<file path="config.mk">
export PLATFORM = sky130hd
export DESIGN_NAME = plateau_detect_ctrl
export DESIGN_NICKNAME = d
export VERILOG_FILES = /design/src/rtl/plateau_detect_ctrl.sv
export SDC_FILE = /design/constraint.sdc
export NUM_CORES = 1
export LEC_CHECK = 0
export BUFFER_PORTS_ARGS = -buffer_cell sky130_fd_sc_hd__buf_2
export CORE_MARGIN = 1.5
export CORE_UTILIZATION = 45
export CTS_CLUSTER_SIZE = 28
export DETAILED_ROUTE_END_ITERATION = 6
export MAX_ROUTING_LAYER = met4
export PLACE_DENSITY = 0.78
export SYNTH_ARGS = -nofsm -noshare
export SYNTH_HDL_FRONTEND = slang
export SYNTH_SLANG_ARGS = --single-unit
</file>
<file path="constraint.sdc">
create_clock -name clk -period 4.2 [get_ports clk]
set_clock_uncertainty 0.15 [all_clocks]
set_input_delay 0.63 -clock clk [delete_from_list [all_inputs] [get_ports clk]]
set_output_delay 0.63 -clock clk [all_outputs]
set_load 0.02 [all_outputs]
</file>
<file path="src/rtl/plateau_detect_ctrl.sv">
// Plateau detector controller: flushes and fills an external running-sum block, then
// declares detection once the metric sum stays above a power-scaled threshold long enough.
module plateau_detect_ctrl #(
  parameter int DATA_WIDTH0  = 16,
  parameter int DATA_WIDTH1  = 16,
  parameter int LOG2_SUM_LEN = 6,
  parameter int MIN_PLATEAU  = 100
) (
  input  logic                                   clk,
  input  logic                                   rstn,
  input  logic                                   enable,
  input  logic                                   restart,
  input  logic signed [DATA_WIDTH0-1:0]          sample_in0,
  input  logic signed [DATA_WIDTH1-1:0]          sample_in1,
  input  logic                                   sample_in_valid,
  input  logic [3:0]                             thr_shift,
  output logic                                   sum_rstn,
  output logic signed [DATA_WIDTH0-1:0]          sum_data0,
  output logic signed [DATA_WIDTH1-1:0]          sum_data1,
  output logic                                   sum_data_valid,
  input  logic signed [DATA_WIDTH0+LOG2_SUM_LEN-1:0] sum_result0,
  input  logic signed [DATA_WIDTH1+LOG2_SUM_LEN-1:0] sum_result1,
  input  logic                                   sum_result_valid,
  output logic                                   detected,
  output logic [2:0]                             state,
  output logic [15:0]                            plateau_len
);

  localparam int RW0 = DATA_WIDTH0 + LOG2_SUM_LEN;
  localparam int RW1 = DATA_WIDTH1 + LOG2_SUM_LEN;
  localparam int CW  = (RW0 > RW1) ? RW0 : RW1;
  localparam int FW  = LOG2_SUM_LEN + 1;
  localparam logic [FW-1:0] FILL_LAST   = FW'((1 << LOG2_SUM_LEN) - 1);
  localparam logic [15:0]   PLATEAU_TGT = 16'(MIN_PLATEAU);
  localparam logic [15:0]   PLATEAU_MAX = 16'hFFFF;

  typedef enum logic [2:0] {
    ST_IDLE     = 3'd0,
    ST_FLUSH    = 3'd1,
    ST_FILL     = 3'd2,
    ST_SEARCH   = 3'd3,
    ST_DETECTED = 3'd4,
    ST_HOLD     = 3'd5
  } state_e;

  state_e                  state_q, state_d;
  logic                    flush_cnt_q, flush_cnt_d;
  logic [FW-1:0]           fill_cnt_q, fill_cnt_d;
  logic [3:0]              shift_q, shift_d;
  logic [15:0]             plateau_q, plateau_d;
  logic                    sum_rstn_q, sum_rstn_d;
  logic signed [DATA_WIDTH0-1:0] sum_data0_q, sum_data0_d;
  logic signed [DATA_WIDTH1-1:0] sum_data1_q, sum_data1_d;
  logic                    sum_data_valid_q, sum_data_valid_d;
  logic                    detected_q, detected_d;

  logic signed [CW-1:0]    res0_ext_s, res1_ext_s, thr_s;
  logic [15:0]             plateau_inc_s;
  logic                    hit_s, rearm_s;

  // Hit qualification: both sums sign-extended to a common width before comparing.
  always_comb begin
    res0_ext_s    = CW'(sum_result0);
    res1_ext_s    = CW'(sum_result1);
    thr_s         = res1_ext_s >>> shift_q;
    hit_s         = sum_result_valid && !res0_ext_s[CW-1] && (|res0_ext_s) &&
                    (res0_ext_s >= thr_s);
    plateau_inc_s = (plateau_q == PLATEAU_MAX) ? plateau_q : (plateau_q + 16'd1);
    rearm_s       = enable && restart && (state_q != ST_IDLE);
  end

  // Next-state logic; enable low beats restart, restart beats everything else.
  always_comb begin
    state_d = state_q;
    if (!enable) begin
      state_d = ST_IDLE;
    end else if (rearm_s) begin
      state_d = ST_FLUSH;
    end else begin
      case (state_q)
        ST_IDLE:     state_d = ST_FLUSH;
        ST_FLUSH:    state_d = flush_cnt_q ? ST_FILL : ST_FLUSH;
        ST_FILL:     state_d = (sum_data_valid_q && (fill_cnt_q == FILL_LAST)) ? ST_SEARCH : ST_FILL;
        ST_SEARCH:   state_d = (hit_s && (plateau_inc_s == PLATEAU_TGT)) ? ST_DETECTED : ST_SEARCH;
        ST_DETECTED: state_d = ST_HOLD;
        ST_HOLD:     state_d = ST_HOLD;
        default:     state_d = ST_IDLE;
      endcase
    end
  end

  // Counters and threshold latch follow the chosen transition.
  always_comb begin
    fill_cnt_d = fill_cnt_q;
    plateau_d  = plateau_q;
    if ((state_d == ST_FLUSH) || (state_d == ST_IDLE)) begin
      fill_cnt_d = {FW{1'b0}};
      plateau_d  = 16'd0;
    end else if ((state_q == ST_FILL) && sum_data_valid_q) begin
      fill_cnt_d = fill_cnt_q + FW'(1);
    end else if ((state_q == ST_SEARCH) && sum_result_valid) begin
      plateau_d = hit_s ? plateau_inc_s : 16'd0;
    end else begin
      plateau_d = plateau_q;
    end

    if ((state_q == ST_FLUSH) && (state_d == ST_FLUSH) && !rearm_s) begin
      flush_cnt_d = 1'b1;
    end else begin
      flush_cnt_d = 1'b0;
    end

    if (state_q == ST_FLUSH) begin
      shift_d = thr_shift;
    end else begin
      shift_d = shift_q;
    end
  end

  // Registered outputs: forwarding path, sum-block reset and detection pulse.
  always_comb begin
    sum_rstn_d       = !((state_d == ST_IDLE) || (state_d == ST_FLUSH));
    detected_d       = (state_d == ST_DETECTED);
    sum_data0_d      = sum_data0_q;
    sum_data1_d      = sum_data1_q;
    sum_data_valid_d = 1'b0;
    if ((state_q == ST_FILL) || (state_q == ST_SEARCH) ||
        (state_q == ST_DETECTED) || (state_q == ST_HOLD)) begin
      sum_data0_d      = sample_in0;
      sum_data1_d      = sample_in1;
      sum_data_valid_d = sample_in_valid;
    end else begin
      sum_data_valid_d = 1'b0;
    end
  end

  // State and output registers.
  always_ff @(posedge clk or negedge rstn) begin
    if (!rstn) begin
      state_q          <= ST_IDLE;
      flush_cnt_q      <= 1'b0;
      fill_cnt_q       <= {FW{1'b0}};
      shift_q          <= 4'd0;
      plateau_q        <= 16'd0;
      sum_rstn_q       <= 1'b0;
      sum_data0_q      <= {DATA_WIDTH0{1'b0}};
      sum_data1_q      <= {DATA_WIDTH1{1'b0}};
      sum_data_valid_q <= 1'b0;
      detected_q       <= 1'b0;
    end else begin
      state_q          <= state_d;
      flush_cnt_q      <= flush_cnt_d;
      fill_cnt_q       <= fill_cnt_d;
      shift_q          <= shift_d;
      plateau_q        <= plateau_d;
      sum_rstn_q       <= sum_rstn_d;
      sum_data0_q      <= sum_data0_d;
      sum_data1_q      <= sum_data1_d;
      sum_data_valid_q <= sum_data_valid_d;
      detected_q       <= detected_d;
    end
  end

  assign state          = state_q;
  assign sum_rstn       = sum_rstn_q;
  assign sum_data0      = sum_data0_q;
  assign sum_data1      = sum_data1_q;
  assign sum_data_valid = sum_data_valid_q;
  assign detected       = detected_q;
  assign plateau_len    = plateau_q;

endmodule

</file>
=== Word level (Yosys, flattened, before mapping) ===
Cells that the tools add are included.
W data, S select, Z words.

* Bits in latches: 0
* Bits in writable memories: 0
* Output and inout bits: 54
* Memories: 0
* ROM bits: 0
* Flip-flop bits (word level): 66
* Input port bits: 86

* Shift-type cells: 1
* Div/mod/pow operators: 0
* Multiplexer cells: 15
* Bitwise gates (word level): 0
* Equal/unequal tests: 11
* Add/sub/neg operators: 2
* Order comparisons: 1
* Multiply operators: 0
* Reduce and logical (&&, ||, !) cells: 26

{| class="wikitable"
|+ Operators by type and width
! cell !! number
|-
| $mux W16 || 5
|-
| $ge A22 B22 Y1 || 1
|-
| $reduce_or A22 Y1 || 1
|-
| $sshr A22 B4 Y22 || 1
|-
| $add A16 B1 Y16 const B || 1
|-
| $eq A16 B16 Y1 const B || 1
|-
| $eq A16 B7 Y1 const B || 1
|-
| $pmux W3 S5 || 1
|-
| $mux W7 || 2
|-
| $logic_and A1 B1 Y1 || 11
|-
| $eq A3 B3 Y1 const B || 3
|-
| $mux W3 || 3
|-
| $add A7 B1 Y7 const B || 1
|-
| $eq A7 B6 Y1 const B || 1
|-
| $eq A3 B1 Y1 const B || 2
|-
| $eq A3 B2 Y1 const B || 2
|-
| $logic_not A3 Y1 || 2
|-
| $logic_or A1 B1 Y1 || 4
|-
| $reduce_bool A2 Y1 || 2
|-
| $logic_not A1 Y1 || 3
|-
| $mux W1 || 3
|-
| $reduce_bool A3 Y1 || 1
|-
| $mux W2 || 1
|-
| $ne A2 B2 Y1 const B || 1
|-
| 2 further kinds || 2
|}

=== Depth between registers and ports, before layout ===
* Word-level depth: 13
* Mapped depth: 16
* Gate-level depth less buffers: 12

=== Least setup slack after synthesis ===
OpenSTA, ideal clock, no wires.

* Path kind: reg-to-reg
* Start: register shift_q[0]
* End: register plateau_q[9] (netlist: plateau_len[9])
* Arrival time: 3.493 ns
* Stages on the path, launching flop included: 15
* Clock period less this slack: 3.766 ns
* Path slack: 0.434 ns
* Data required time: 3.926 ns
* Setup time: 0.124 ns
* Cells stage by stage: dfrtp_1 -> clkbuf_1 -> buf_2 -> mux4_2 -> mux4_2 -> inv_1 -> ha_1 -> a21oi_1 -> a21boi_0 -> o31ai_1 -> and4_4 -> nor4_2 -> buf_4 -> and4_1 -> a211o_1

* Longest elaborated chain between the ends: 12
* Elaborated cells between the ends (all ways): 18

{| class="wikitable"
|+ RTL lines
! what !! line !! text
|-
| from (decl) || 49 || <nowiki>logic [3:0] shift_q, shift_d;</nowiki>
|-
| from (signal assigned) || 154 || <nowiki>shift_q <= shift_d;</nowiki>
|-
| $sshr A22 B4 Y22 (*) || 65 || <nowiki>thr_s = res1_ext_s >>> shift_q;</nowiki>
|-
| $ge A22 B22 Y1 (*) || 67 || <nowiki>(res0_ext_s >= thr_s);</nowiki>
|-
| $logic_and A1 B1 Y1 (*) || 66 || <nowiki>hit_s = sum_result_valid && !res0_ext_s[CW-1] && (|res0_ext_s) &&</nowiki>
|-
| $logic_and A1 B1 Y1 || 84 || <nowiki>ST_SEARCH: state_d = (hit_s && (plateau_inc_s == PLATEAU_TGT)) ? ST_DETECTED : ST_SEARCH;</nowiki>
|-
| $mux W3 || 84 ||
|-
| $pmux W3 S5 || 80 || <nowiki>case (state_q)</nowiki>
|-
| $mux W3 || 77 || <nowiki>end else if (rearm_s) begin</nowiki>
|-
| $mux W3 || 75 || <nowiki>if (!enable) begin</nowiki>
|-
| $eq A3 B1 Y1 / $logic_not A3 Y1 (equally long branches) || 96 || <nowiki>if ((state_d == ST_FLUSH) || (state_d == ST_IDLE)) begin</nowiki>
|-
| $logic_or A1 B1 Y1 || 96 ||
|-
| $ne A2 B2 Y1 (no source line) / $reduce_bool A2 Y1 (equally long branches) || -- ||
|-
| $reduce_and A2 Y1 (no source line) || -- ||
|-
| to (signal assigned) || 155 || <nowiki>plateau_q <= plateau_d;</nowiki>
|-
| to (decl) || 50 || <nowiki>logic [15:0] plateau_q, plateau_d;</nowiki>
|}

Mark *: on every way between the ends. The rest lies on a longest branch, timed or not. The select of a mux whose other input is x is not followed.
A chain may end at the register's enable or synchronous reset.

=== Final worst setup path ===
* Start: register shift_q[0]
* End: register state_q[1] (netlist: state[1])

* Longest elaborated chain between the ends: 8

{| class="wikitable"
|+ RTL lines
! what !! line !! text
|-
| $sshr A22 B4 Y22 || 65 ||
|-
| $ge A22 B22 Y1 || 67 ||
|-
| $logic_and A1 B1 Y1 || 66 ||
|-
| $logic_and A1 B1 Y1 || 84 ||
|-
| $mux W3 || 84 ||
|-
| $pmux W3 S5 || 80 ||
|-
| $mux W3 || 77 ||
|-
| $mux W3 || 75 ||
|-
| named net state_d[1] || 46 || <nowiki>state_e state_q, state_d;</nowiki>
|-
| to (signal assigned) || 151 || <nowiki>state_q <= state_d;</nowiki>
|-
| to (decl) || 46 ||
|}

The timed path passes the listed nets, and every way through them passes these cells.

==> metrics.txt <==
Netlist Area Pre-Place=4750 um^2; Total GRT Usage=0.229; Required @ worst endpoint=4.26 ns; die area=11200 um^2; worst reg2reg startpoint=shift_q[0]$_DFFE_PN0N_; Routed Antenna Nets=0; mux contribution to synthesized area=0.239; IO buf count=139; I/O pins=140; Synth area leaders=dfrtp_1 (35%), mux4_2 (12%), mux2_2 (9.7%); syn nets=575; r2r setup slk=0.43 ns; Yosys cell types=57; critical path fanouts, max=23; leakage=2.66 nW; DP Wirelength=9370 um; XOR/XNOR Fraction of Synth Area=0.0129; ys async rst share=1.00; max cap viols=0; Arr. time, crit path=3.83 ns; maximum clock path buffer count=2; post-cts repair resize count=0; status=completed; Wirelength per Cell=16.4 um; CTS clk-pin slew, worst paths=0.08 ns; crit end category=register; Antenna Cells=0; Post-synth top cells=dfrtp_1 (66), mux2_2 (41), a21oi_1 (35); DIE HEIGHT=106 um; CTS tree=done; die extent in x=106 um; HP Class=primary input to async pin; Total Wirelength=12100 um; Finished Core Util=0.567; total power=2.18 mW; DRC viols=0; register area share after synthesis=0.348; Startpoint Class=register; Root Buffer=clkbuf_8; Slew Viols, Final=0; Post-Syn Instances=465; multi-input logic area=2920 um^2; number of warnings issued by yosys=0; syn avg cell area=10.2 um^2; antenna violations before repair=0; area delta synth->final=22.8%; first-pass GRT wire length=20100 um; Synth area leader=dfrtp_1; Post-synth top flop=dfrtp_1; largest net degree at the start of global routing=44; NumNets Final=704; Post-Place Worst Slack=0.249 ns; share of layout cells above drive strength 1=0.402; post-synth top area share=0.348; RSZ-0062 raised after global routing=no; Worst Tran Pin Value=0.973 ns; Pwr Density=374 nW/um^2; vias per cell=5.84; grt ovf=0; fmax=265 MHz; top-count cell post-synth=dfrtp_1; drt first pass iters=5; clk sinks=66; PnR worst setup slack=0.425 ns; Seq cells post-synth=66; Crit Path Category=register to register; R2R cell count=13; # rows=37; endpoints failing setup=0; period utilization=0.899; H-tree levels=3; Simple-Gate Fraction of Synth Area=0.183; clock buffer count from CTS=9; Clk Latency, worst-skew pair=0.34 ns; Initial Util=0.462; Setup Fix Bufs, Post-CTS=0; number of synthesized flops with an enable pin=0; hold-fix buffer count after cts=0; Final Hold Viols=0; largest family of logic cells by synthesized area=multiplexers; initial drt markers=234; Setup TNS=0 ns; post-synthesis adder-cell area fraction=0.0633; Core Area=10300 um^2; maximum VDD drop=0.218 mV; vias in the first global route=4151; relative slew slack=0.351; FF+latch area=1650 um^2; Worst R2R End=state[1]$_DFF_PN0_; Period minus WS final=3.77 ns; Fillers=912; Vias=4292; Compound-Gate Fraction of Synth Area=0.115; GP Congestion=0.896
critical path, stage by stage (launching register included):
cell and delay [ns]:
dfrtp_1 0.38, buf_12 0.20, mux4_2 0.55, mux4_2 0.48
inv_1 0.07, ha_1 0.24, a21oi_1 0.14, a21boi_0 0.10
o31ai_1 0.30, a21oi_1 0.12, nor4_2 0.26, buf_4 0.27
and4_1 0.27, a31oi_1 0.09
cells by family after synthesis:
| family | count (synthesis) |
|---|---|
| AOI/OAI and AO/OA | 90 |
| and+or+nand+nor | 158 |
| buffers and inverters | 43 |
| xor gates and xnor gates | 7 |
| DFF | 66 |
| adders and majority gates | 24 |
| muxes | 77 |
flip-flops by register name (all words and copies together) (netlist names):
signal and cells:
sum_data1 16, shift_q 4, sum_data0 16, sum_data_valid 1, fill_cnt_q 7, state 3
flush_cnt_q 1, detected 1, plateau_len 16, sum_rstn 1
worst max path at each step:
stage | from | endpoint | slack, ns | depth (start not counted)
after floorplan | shift_q[0]$_DFFE_PN0N_ | plateau_len[9]$_DFFE_PN0P_ | 0.43 | 14
after global placement | shift_q[1]$_DFFE_PN0N_ | state[1]$_DFF_PN0_ | 0.33 | 12
after detailed placement | shift_q[1]$_DFFE_PN0N_ | state[1]$_DFF_PN0_ | 0.25 | 12
after CTS | shift_q[1]$_DFFE_PN0N_ | state[1]$_DFF_PN0_ | 0.24 | 12
after global routing | shift_q[0]$_DFFE_PN0N_ | plateau_len[1]$_DFFE_PN0P_ | 0.14 | 13
final | shift_q[0]$_DFFE_PN0N_ | state[1]$_DFF_PN0_ | 0.43 | 13
cell type report:
class | instances | area share
Timing Repair Buffer | 147 | 0.132
Tap cell | 136 | 0.0292
Clock buffer | 10 | 0.0219
Inverter | 14 | 0.00902
Sequential cell | 66 | 0.284
Clock inverter | 6 | 0.0236
Multi-Input combinational cell | 356 | 0.501
cells in the final DEF (no fill, tap or decap), types with 4 or more instances in the layout:
| cell type | n |
|---|---|
| buf_2 | 139 |
| dfrtp_1 | 65 |
| mux2_2 | 41 |
| a21oi_1 | 35 |
| nand2_1 | 32 |
| nor2_1 | 28 |
| mux4_2 | 25 |
| o21ai_0 | 24 |
| ha_1 | 24 |
| nor3_1 | 17 |
| nand3_1 | 15 |
| nand4_1 | 14 |
| inv_1 | 13 |
| and3_1 | 12 |
| mux2i_1 | 11 |
| clkbuf_8 | 9 |
| a31oi_1 | 7 |
| buf_4 | 7 |
| and4_1 | 6 |
| nor4_1 | 5 |
| nand2b_1 | 4 |
| nor3b_1 | 4 |
| nor2b_1 | 4 |
| o21ai_1 | 4 |
| xor2_1 | 4 |
| bufinv_16 | 4 |
layer usage:
metal,global-route usage,vias to the layer above,wire [um],part of all wire
met4,0.0656,0,197,0.016
li1,-,2027,-,-
met1,0.283,2066,4820,0.40
met3,0.0507,22,841,0.070
met5,-,-,0,0
met2,0.378,177,6190,0.51
metrics by stage:
| step | cells | area, um^2 | hold WS [ns] |
|---|---|---|---|
| after floorplan | 465 | 4750 | 0.184 |
| after global placement | 719 | 5560 | 0.332 |
| after detailed placement | 719 | 5560 | 0.338 |
| after CTS | 735 | 5830 | 0.332 |
| after global routing | 735 | 5830 | 0.341 |
| final | 735 | 5830 | 0.288 |
report_power, final:
group	leakage [nW]	internal [mW]	total [mW]	switching, mW
Combinational	1.69	0.321	0.688	0.367
Sequential	0.836	0.723	0.782	0.0591
Clock	0.131	0.458	0.711	0.253
(Power assumes the default switching activity.)
